### src/rtl/lfsr_range_sampler_if.sv
// Request/response bundle for lfsr_range_sampler: the consumer drives the master side,
// and the sampler drives the slave side.
interface lfsr_range_sampler_if #(parameter int W = 8);
  logic         req_valid_i;
  logic [W-1:0] req_bound_i;
  logic         req_ready_o;
  logic         sample_valid_o;
  logic [W-1:0] sample_o;
  logic         sample_fallback_o;
  logic         sample_ready_i;
  logic [15:0]  reject_total_o;

  modport master (
    output req_valid_i, req_bound_i, sample_ready_i,
    input  req_ready_o, sample_valid_o, sample_o, sample_fallback_o, reject_total_o
  );

  modport slave (
    input  req_valid_i, req_bound_i, sample_ready_i,
    output req_ready_o, sample_valid_o, sample_o, sample_fallback_o, reject_total_o
  );
endinterface

### src/rtl/lfsr_range_sampler.sv
// Mask-and-reject sampler that turns LFSR words into uniform values in [0, bound).
// Define LFSR_RANGE_SAMPLER_STATS_EN to build the saturating reject_total_o counter.
//
// state    | meaning
// ---------+-----------------------------------------------------------------
// S_IDLE   | ready for a request; bound and mask are latched on accept
// S_SAMPLE | the candidate pipeline is registered; one candidate is judged per cycle
// S_VALID  | the result is held stable until the consumer takes it
module lfsr_range_sampler #(
  parameter int W         = 8,
  parameter int MAX_TRIES = 4
) (
  input  logic                    clk_i,
  input  logic                    reset_i,
  input  logic [31:0]             rand_i,
  lfsr_range_sampler_if.slave     bus
);

  typedef enum logic [1:0] {S_IDLE, S_SAMPLE, S_VALID} state_t;

  localparam logic [3:0] LAST_TRY = 4'(MAX_TRIES - 1);

  state_t       state_q;
  logic [W-1:0] bound_q;
  logic [W-1:0] mask_q;
  logic [W-1:0] cand_q;
  logic         cand_vld_q;
  logic [3:0]   try_q;
  logic         req_ready_q;
  logic         sample_valid_q;
  logic [W-1:0] sample_q;
  logic         fallback_q;

  logic [W-1:0] bound_m1;
  logic [W-1:0] mask_d;
  logic         hit;
  logic         reject_evt;
  logic         unused_rand_hi;

  assign unused_rand_hi = ^rand_i[31:W];

  // Smear the top set bit of bound-1 downward; bound 0 wraps to an all-ones mask.
  always_comb begin
    bound_m1 = bus.req_bound_i - W'(1);
    mask_d   = bound_m1;
    for (int i = 1; i < W; i++) begin
      mask_d = mask_d | (bound_m1 >> i);
    end
  end

  assign hit        = (bound_q == '0) || (cand_q < bound_q);
  assign reject_evt = (state_q == S_SAMPLE) && cand_vld_q && !hit;

  always_ff @(posedge clk_i) begin
    if (reset_i) begin
      state_q        <= S_IDLE;
      bound_q        <= '0;
      mask_q         <= '0;
      cand_q         <= '0;
      cand_vld_q     <= 1'b0;
      try_q          <= '0;
      req_ready_q    <= 1'b1;
      sample_valid_q <= 1'b0;
      sample_q       <= '0;
      fallback_q     <= 1'b0;
    end else begin
      case (state_q)
        S_IDLE: begin
          if (bus.req_valid_i) begin
            bound_q     <= bus.req_bound_i;
            mask_q      <= mask_d;
            try_q       <= '0;
            cand_vld_q  <= 1'b0;
            req_ready_q <= 1'b0;
            state_q     <= S_SAMPLE;
          end
        end
        S_SAMPLE: begin
          // Candidates are registered first, so the first judgement lands one cycle after entry.
          cand_q     <= rand_i[W-1:0] & mask_q;
          cand_vld_q <= 1'b1;
          if (cand_vld_q && hit) begin
            sample_q       <= cand_q;
            fallback_q     <= 1'b0;
            sample_valid_q <= 1'b1;
            state_q        <= S_VALID;
          end else if (reject_evt) begin
            try_q <= try_q + 4'd1;
            if (try_q == LAST_TRY) begin
              // mask+1 < 2*bound, so cand-bound always lands inside the range.
              sample_q       <= cand_q - bound_q;
              fallback_q     <= 1'b1;
              sample_valid_q <= 1'b1;
              state_q        <= S_VALID;
            end
          end
        end
        S_VALID: begin
          if (bus.sample_ready_i) begin
            sample_valid_q <= 1'b0;
            req_ready_q    <= 1'b1;
            state_q        <= S_IDLE;
          end
        end
        default: begin
          state_q        <= S_IDLE;
          req_ready_q    <= 1'b1;
          sample_valid_q <= 1'b0;
        end
      endcase
    end
  end

`ifdef LFSR_RANGE_SAMPLER_STATS_EN
  logic [15:0] reject_total_q;

  always_ff @(posedge clk_i) begin
    if (reset_i) begin
      reject_total_q <= '0;
    end else if (reject_evt && (reject_total_q != 16'hFFFF)) begin
      reject_total_q <= reject_total_q + 16'd1;
    end
  end

  assign bus.reject_total_o = reject_total_q;
`else
  assign bus.reject_total_o = 16'd0;
`endif

  assign bus.req_ready_o       = req_ready_q;
  assign bus.sample_valid_o    = sample_valid_q;
  assign bus.sample_o          = sample_q;
  assign bus.sample_fallback_o = fallback_q;

endmodule
### src/flat_wrapper.sv
// flat-port wrapper written by rule: the top's interface ports become plain ports
module lfsr_range_sampler_flat 
#(
  parameter int W         = 8,
  parameter int MAX_TRIES = 4
)
  (clk_i, reset_i, rand_i, bus_req_valid_i, bus_req_bound_i, bus_sample_ready_i, bus_req_ready_o, bus_sample_valid_o, bus_sample_o, bus_sample_fallback_o, bus_reject_total_o);
  lfsr_range_sampler_if #(.W(W)) bus_i ();
  input  logic clk_i;
  input  logic reset_i;
  input  logic [31:0] rand_i;
  input wire logic [$bits(bus_i.req_valid_i)-1:0] bus_req_valid_i;
  input wire logic [$bits(bus_i.req_bound_i)-1:0] bus_req_bound_i;
  input wire logic [$bits(bus_i.sample_ready_i)-1:0] bus_sample_ready_i;
  output wire logic [$bits(bus_i.req_ready_o)-1:0] bus_req_ready_o;
  output wire logic [$bits(bus_i.sample_valid_o)-1:0] bus_sample_valid_o;
  output wire logic [$bits(bus_i.sample_o)-1:0] bus_sample_o;
  output wire logic [$bits(bus_i.sample_fallback_o)-1:0] bus_sample_fallback_o;
  output wire logic [$bits(bus_i.reject_total_o)-1:0] bus_reject_total_o;
  assign bus_i.req_valid_i = bus_req_valid_i;
  assign bus_i.req_bound_i = bus_req_bound_i;
  assign bus_i.sample_ready_i = bus_sample_ready_i;
  assign bus_req_ready_o = bus_i.req_ready_o;
  assign bus_sample_valid_o = bus_i.sample_valid_o;
  assign bus_sample_o = bus_i.sample_o;
  assign bus_sample_fallback_o = bus_i.sample_fallback_o;
  assign bus_reject_total_o = bus_i.reject_total_o;
  lfsr_range_sampler #(.W(W), .MAX_TRIES(MAX_TRIES)) u_core (.clk_i(clk_i), .reset_i(reset_i), .rand_i(rand_i), .bus(bus_i));
endmodule
### config.mk
export PLATFORM = sky130hd
export DESIGN_NAME = lfsr_range_sampler_flat
export DESIGN_NICKNAME = d
export VERILOG_FILES = /design/src/rtl/lfsr_range_sampler_if.sv /design/src/rtl/lfsr_range_sampler.sv /design/src/flat_wrapper.sv
export SDC_FILE = /design/constraint.sdc
export NUM_CORES = 1
export LEC_CHECK = 0
export CAP_MARGIN = 10
export CORE_AREA = 2 2 92 94
export DETAILED_ROUTE_END_ITERATION = 7
export DIE_AREA = 0 0 94 96
export GPL_ROUTABILITY_DRIVEN = 1
export PLACE_DENSITY_LB_ADDON = 0.1
export SKIP_LAST_GASP = 1
export SYNTH_ARGS = -nofsm -noshare
export SYNTH_HDL_FRONTEND = slang
export SYNTH_SLANG_ARGS = --single-unit
### constraint.sdc
create_clock -name clk_i -period 2.1 [get_ports clk_i]
set_input_delay 0.42 -clock clk_i [delete_from_list [all_inputs] [get_ports clk_i]]
set_output_delay 0.42 -clock clk_i [all_outputs]
set_load 0.05 [all_outputs]
* Yosys cells after proc, flatten, opt, wreduce, memory -nomap -nowiden
Index checks and enable logic that the tools add are counted.
Operators by class: add/sub/neg operators 3, order comparisons 1, equal/unequal tests 9, muxes and demuxes 23, bitwise operators 10, reduce and logical (&&, ||, !) cells 17
Operators with widths (number):
- 2-to-1 mux 8 bit | 3
- 2-to-1 mux 4 bit | 3
- AND reduction 4 bit | 3
- 2-to-1 mux 2 bit | 5
- AND 8 bit | 1
- logical NOT 8 bit | 1
- less-than comparator 8 bit | 1
- OR 8 x 1 -> 8 bit | 1
- OR 8 x 2 -> 8 bit | 1
- OR 8 x 3 -> 8 bit | 1
- OR 8 x 4 -> 8 bit | 1
- OR 8 x 5 -> 8 bit | 1
- OR 8 x 6 -> 8 bit | 1
- OR 8 x 7 -> 8 bit | 1
- one-hot mux 4 bit (2 select lines) | 1
- subtractor 8 x 1 -> 8 bit (second input constant) | 1
- subtractor 8 bit | 1
- 2-to-1 mux 1 bit | 7
- inequality test 2 bit (second input constant) | 3
- one-hot mux 1 bit (3 select lines) | 2
- one-hot mux 2 bit (3 select lines) | 1
- AND reduction 3 bit | 2
- nonzero test 2 bit | 3
- adder 4 x 1 -> 4 bit (second input constant) | 1
- 13 further kinds | 17
Word-level totals: bits in registers 42, input port bits 44, output and inout port bits 27, logic and storage cells 73

* Logic depth before layout (Yosys ltp)
word-level depth 8, depth in mapped cells 10, depth with buffers taken out 9

* Least setup slack after synthesis
Ideal clock, no wire load.
path kind flip-flop to flip-flop, start point reg u_core.cand_q[0], end point reg u_core.sample_q[6], in the netlist u_core.bus.sample_o[6], library setup time 134 ps, arrival 2087 ps, data required time 1966 ps, slack -122 ps, stages on the path, launching flop included 10, buffers on the path 1, period minus slack after synthesis 2222 ps, path through dfxtp_1 inv_1 ha_1 fa_1 nor2b_1 o2111ai_2 a32oi_1 buf_2 mux2i_1 a211oi_1
Between the ends: cells in the longest elaborated chain, start to end 6, elaborated cells on any way between the ends 12, those cells by class 1 x add/sub; 1 x order compare; 3 x mux; 7 x reduce/logical
Ends and longest elaborated chain:
- start, declared | line lfsr_range_sampler.sv:26 | logic [W-1:0] cand_q;
- start signal, assigned | line lfsr_range_sampler.sv:80 | cand_q <= rand_i[W-1:0] & mask_q;
- less-than comparator 8 bit | line lfsr_range_sampler.sv:51 | assign hit = (bound_q == '0) || (cand_q < bound_q);
- logical OR 1 bit | line lfsr_range_sampler.sv:51
- logical NOT 1 bit | line lfsr_range_sampler.sv:52 | assign reject_evt = (state_q == S_SAMPLE) && cand_vld_q && !hit;
- logical AND 1 bit | line lfsr_range_sampler.sv:52
- nonzero test 2 bit (no line)
- AND reduction 3 bit (no line)
- end signal, assigned | line lfsr_range_sampler.sv:83 | sample_q <= cand_q;
- end signal, assigned | line lfsr_range_sampler.sv:91 | sample_q <= cand_q - bound_q;
- end, declared | line lfsr_range_sampler.sv:31 | logic [W-1:0] sample_q;
Parallel ways exist; a longest one is shown, timed or not. The select of a mux whose other input is x is not followed. A chain may end at the register's enable or synchronous reset.

* Final worst setup path
start point reg u_core.cand_q[0], end point reg u_core.sample_q[5], in the netlist u_core.bus.sample_o[5]
Same word-level chain as after synthesis.

==> impl_metrics.tcl <==
set metrics [dict create \
    status "finished with violations" \
    violations "setup timing" \
    dieArea_um2 9020 \
    drt-wirelength-per-cell_um 12.5 \
    seq_area_frac_synth_pct 35.7 \
    syn2layout_area_growth_pct 41.6 \
    rsz0062_at_grt "yes" \
    pwr_density_cell_nw_per_um2 661 \
    place_area_um2 3010 \
    vias 2090 \
    clock_latency_ns 0.29 \
    io_pins 71 \
    netlist_instances 284 \
    reg2reg_depth 9 \
    num-nets-final 412 \
    final.setup.worst_slack_ns -0.0383 \
    cts_buffers 5 \
    std_cell_rows 33 \
    period_minus_slack_ns 2.14 \
    htree_levels 2 \
    routed_wl_mm 5.79 \
    final_util_pct 41.4 \
    cts_sinks 42 \
    ys_seq_elements 42 \
    crit_type "reg -> reg" \
    worstHoldPathType "reg -> reg" \
    core_um2 8050 \
    die_h_um 96 \
    initial_core_util_pct 29.3 \
    cts_tree "done" \
    dp_hpwl_mm 4.34 \
    drt_pass1_iterations 4 \
    drv_slew 0 \
    grtUsageTotal_pct 13.6 \
    yosysUniqueCellTypes 48 \
    cts_buffer_depth 2 \
    syn_avg_cell_area_um2 8.30 \
    clock_skew_ns 0.00539 \
    portBuffers 30 \
    leakage_nw 1.34 \
    antenna_found_initial 0 \
    path_depth 9 \
    worstPathArrival_ns 2.32 \
    pre_cts_ws_ns -0.376 \
    max_freq_mhz 468 \
    synth_edf_count 0 \
    setup_viol 6 \
    num_antenna_cells 0 \
    drtIter0Drc 38 \
    hold_viol 0 \
    dp.cells 446 \
    yosysWarnings 0 \
    synth_flop_cell "dfxtp_1" \
    crit_chain "inv_2, ha_4, fa_2, nor2b_4, o2111ai_4, a32oi_4, buf_6, mux2i_2, a211oi_1" \
    fin_area_um2 3340 \
    worstPathRequired_ns 2.28 \
    crit_buf_inv 2 \
    ant_nets 0 \
    crit_path_start_kind "flip-flop" \
    syn_area_um2 2360 \
    grt_pass1_wl_mm 9.60 \
    async_reset_ff_share_pct 0 \
    grt_pass1_vias 1956 \
    vdd_ir_drop_max_uv 305 \
    grt_overflow 0 \
    crit_path_max_incr_delay_ns 0.36 \
    holdPathStages 2 \
    grt_start_max_net_pins 24 \
    drc 0 \
    cp-end-kind "flip-flop" \
    clkSlewWorstSetupHoldPaths_ns 0.08 \
    cpLargestDelayFamily "compound AO/OA/AOI/OAI gates" \
    clock-root-buffer "clkbuf_8" \
    crit_fanout 5 \
    timing.final.crit_share_pct 102 \
    final_cells 462 \
    ctsHoldBuffers 0 \
    die_x_um 94 \
    routed_via_density 4.52 \
    cpMaxStageDelayCell "fa_2" \
    drv_cap 0 \
    routabilityCongestion 0.770 \
    drive_above_1_share_pct 24.6 \
]
==> metal layers <==
| metal | up-vias | global-route usage (%) | part of all wire [%] |
|---|---|---|---|
| met5 | - | 0 | 0 |
| met3 | 6 | 2.11 | 2.9 |
| met2 | 38 | 23.2 | 47 |
| li1 | 1101 | - | - |
| met1 | 945 | 17.7 | 49 |
| met4 | 0 | 3.99 | 1.2 |
==> per-stage QoR <==
stage | hold slack [ns] | total power, mW | TNS (ns)
after detailed placement | 0.466 | 1.51 | -3.19
after global routing | 0.495 | 2.34 | -1.60
after global placement | 0.462 | 1.51 | -2.67
final | 0.475 | 2.21 | -0.112
after floorplan | 0.441 | 1.33 | -0.0217
after CTS | 0.481 | 2.21 | -0.0708
==> cells by family after synthesis <==
logic type,count (synthesis),share of synthesized area (%)
adder cells (fa/ha/maj),12,6.69
AND/OR/NAND/NOR,109,21.8
buffers and inverters,43,9.77
other,1,0.159
flip-flops,42,35.7
XOR/XNOR,10,3.72
multiplexers,6,2.55
AO/OA/AOI/OAI,61,19.6
==> sequential cells by signal, summed over array words and instances (netlist names) <==
register,flops
u_core.bound_q,8
u_core.bus.req_ready_o,1
u_core.bus.sample_fallback_o,1
u_core.bus.sample_o,8
u_core.bus.sample_valid_o,1
u_core.cand_q,8
u_core.cand_vld_q,1
u_core.mask_q,8
u_core.state_q,2
u_core.try_q,4
==> area by class of cell <==
| type | count | area [µm²] |
|---|---|---|
| timing repair buffer | 79 | 708 |
| inverter | 14 | 52.6 |
| sequential | 42 | 842 |
| multi-input combinational | 214 | 1490 |
| tap | 105 | 131 |
| clock inverter | 3 | 40.0 |
| fill | 848 | 4710 |
| clock buffer | 5 | 68.8 |
==> power breakdown <==
part / switching, mW / total [mW] / internal (mW) / leakage (nW)
clock network: 0.286 / 0.636 / 0.350 / 0.0579
registers: 0.0317 / 0.873 / 0.841 / 0.344
logic: 0.380 / 0.697 / 0.317 / 0.942
==> cell usage after synthesis, drive strengths merged, types with 3 or more instances <==
master	number	area, µm²
nand2	34	128
a211oi	11	87.6
dfxtp	42	841
nand2b	7	43.8
nand3b	3	22.5
nor2	30	113
nor3	10	50.1
xor2	4	35.0
ha	11	138
nor2b	3	18.8
xnor2	6	52.6
inv	14	52.6
a21oi	28	163
buf	21	148
mux2i	6	60.1
nand3	11	55.1
or4	3	30.0
or3	3	18.8
a2111oi	3	32.5
clkbuf	8	30.0
o21a	3	22.5
==> tightest hold or removal path, delay by kind of cell, from the launching register on <==
kind | cells | cell delay (ns)
compound gates | 1 | 0.05
flops | 1 | 0.31
simple gates | 1 | 0.07
==> cell usage in the layout (no fill, tap or decap), types with 3 or more instances in the layout <==
| master | n |
|---|---|
| buf_6 | 3 |
| clkbuf_8 | 5 |
| clkdlybuf4s50_1 | 27 |
| inv_1 | 12 |
| nor3_1 | 10 |
| dfxtp_1 | 41 |
| buf_4 | 44 |
| nand3_1 | 10 |
| xor2_1 | 4 |
| ha_1 | 9 |
| mux2i_1 | 5 |
| xnor2_1 | 6 |
| conb_1 | 16 |
| a21oi_1 | 22 |
| nand2_1 | 34 |
| a211oi_1 | 9 |
| a21oi_2 | 5 |
| nand2b_1 | 6 |
| nand3b_1 | 3 |
| nor2_1 | 29 |
| o21a_1 | 3 |
==> repair_timing <==
action / 4_1_cts / 5_1_grt
pin swaps: 9 / 11
buffers inserted: 5 / 2
endpoints found under the setup margin: 17 / 21
cloned: 1 / 0
gates resized for setup: 17 / 14
==> worst paths after layout <==
path | slack [ns] | startpoint | to
hold reg to reg | 0.48 | u_core.bus.sample_o[1] | u_core.bus.sample_o[1]
hold / removal | 0.48 | u_core.bus.sample_o[1] | u_core.bus.sample_o[1]
setup reg to reg | -0.04 | u_core.cand_q[0] | u_core.bus.sample_o[5]
setup / recovery | -0.04 | u_core.cand_q[0] | u_core.bus.sample_o[5]
Power figures use the tool's default switching activity.
==> RTL change: new RTL, same settings <==
Encoding of `state_t`: now one-hot (3 bits for 3 states).
--- a/src/rtl/lfsr_range_sampler.sv
+++ b/src/rtl/lfsr_range_sampler.sv
@@ -17,5 +17,5 @@
 );
 
-  typedef enum logic [1:0] {S_IDLE, S_SAMPLE, S_VALID} state_t;
+  typedef enum logic [2:0] {S_IDLE = 3'b001, S_SAMPLE = 3'b010, S_VALID = 3'b100} state_t;
 
   localparam logic [3:0] LAST_TRY = 4'(MAX_TRIES - 1);
Formal check against the unedited RTL: no difference found for any inputs over 10 cycles, from zero or initial values and one cycle with reset_i high; not proved beyond that.
==> RTL change against the unedited design <==
The flow still finishes with violations (setup timing). Clock skew increased by 0.0021 ns. Wire length shrank 2.1%. Power is 13% lower. Synthesized area rose by 3.9%. Sequential cell count is 1 higher. Clock power down 17%. Cell area rose by 1.2%. Count of clock-buffer cells in the layout increased by 1. Setup slack got worse by 0.076 ns.
==> RTL change: results (changes against the unedited design) <==
fillers: 851  # +0.35%
gp_congestion: 0.806  # +4.8%
synth.top_cells.by_area: "dfxtp_1, ha_1, nand2_1"
setup_tns_ns: -1.12  # -1.01 ns
cts_setup_buffers: 2  # -3
instances_no_fill: 473  # +2.4%
clk_latency_ns: 0.29  # about the same
place_area_um2: 3120  # +3.9%
slowest_stage: "dfxtp_2"
ir_worst_vdd_mv: 0.233  # -23%
setup_violations: 13  # +7
synth_adder_area_share: 0.0644  # -0.00253
placed_cells: 459  # +2.9%
synth_cell_type_count: 48  # unchanged
rr_endpoint: "u_core.bus.sample_o[0]$_SDFFE_PP0P_"
grt_use_total: 0.128  # -0.00786
synth_common_cells: "dfxtp_1, nand2_1, nor2_1, a21oi_1"
syn_area_per_cell_um2: 8.19  # -1.3%
muxShareOfSynthArea: 0.0250  # -0.000453
vias: 2135  # +2.2%
synth_compound_area_frac: 0.188  # -0.00792
whs_path_depth: 1  # -1
crit_arrival_ns: 2.45  # +0.13 ns
crit_fanout: 8  # +3
drt-initial-drc-count: 62  # +63%
grt_pass1_vias: 1869  # -4.4%
hp-start: "u_core.bus.sample_valid_o$_SDFFE_PP0P_"
status: "finished with violations"
fin_nets: 423  # +2.7%
grt_pass1_wl_mm: 8.99  # -6.4%
violations: "setup timing"
intPower_w: 0.00131  # -13%
whs_ns: 0.473  # -0.00239 ns
path_clk_slew_ns: 0.09
grt_max_degree: 43  # +79%
reg2reg_depth: 10  # +1
synthXorXnorAreaFrac: 0.0393  # +0.00217
wirelength_mm: 5.67  # -2.1%
yosysSeqAreaShare: 0.352  # -0.00532
dp.final_hpwl_mm: 4.20  # -3.3%
finalWorstSetupSlack_ns: -0.115  # -0.0763 ns
p_leak_nw: 1.35  # +0.37%
portBuffers: 30  # unchanged
pre_cts_slack_ns: -0.324  # +0.0518 ns
cts-resized-gates: 3  # -14
clock_skew_ns: 0.00750  # +0.00211 ns
min_to: "u_core.bus.sample_valid_o$_SDFFE_PP0P_"
-- RTL change: metal layers --
layer	up-vias	global-route usage	part of all wire
li1	1136	-	-
met1	948	0.174	0.51
met2	47	0.204	0.45
met3	4	0.0188	0.031
met4	0	0.0507	0.011
met5	-	0	0
-- RTL change: layout make-up --
type	count	area, um2	area share
clock buffers	6	72.6	0.0215
flip-flops and latches	43	863	0.256
multi-input cells	227	1550	0.458
repair buffers	74	691	0.205
well taps	105	131	0.0389
clock inverters	2	12.5	0.00371
inverters	16	60.1	0.0178
-- RTL change: power by group through the flow --
| stage | Clock, W | Sequential (W) | Combinational [W] |
|---|---|---|---|
| 2_1_floorplan | 0 | 0.000891 | 0.000358 |
| 3_3_place_gp | 0 | 0.000889 | 0.000491 |
| 3_5_place_dp | 0 | 0.000890 | 0.000493 |
| 4_1_cts | 0.000551 | 0.000871 | 0.000496 |
| 5_1_grt | 0.000582 | 0.000876 | 0.000565 |
| 6_report | 0.000526 | 0.000871 | 0.000515 |
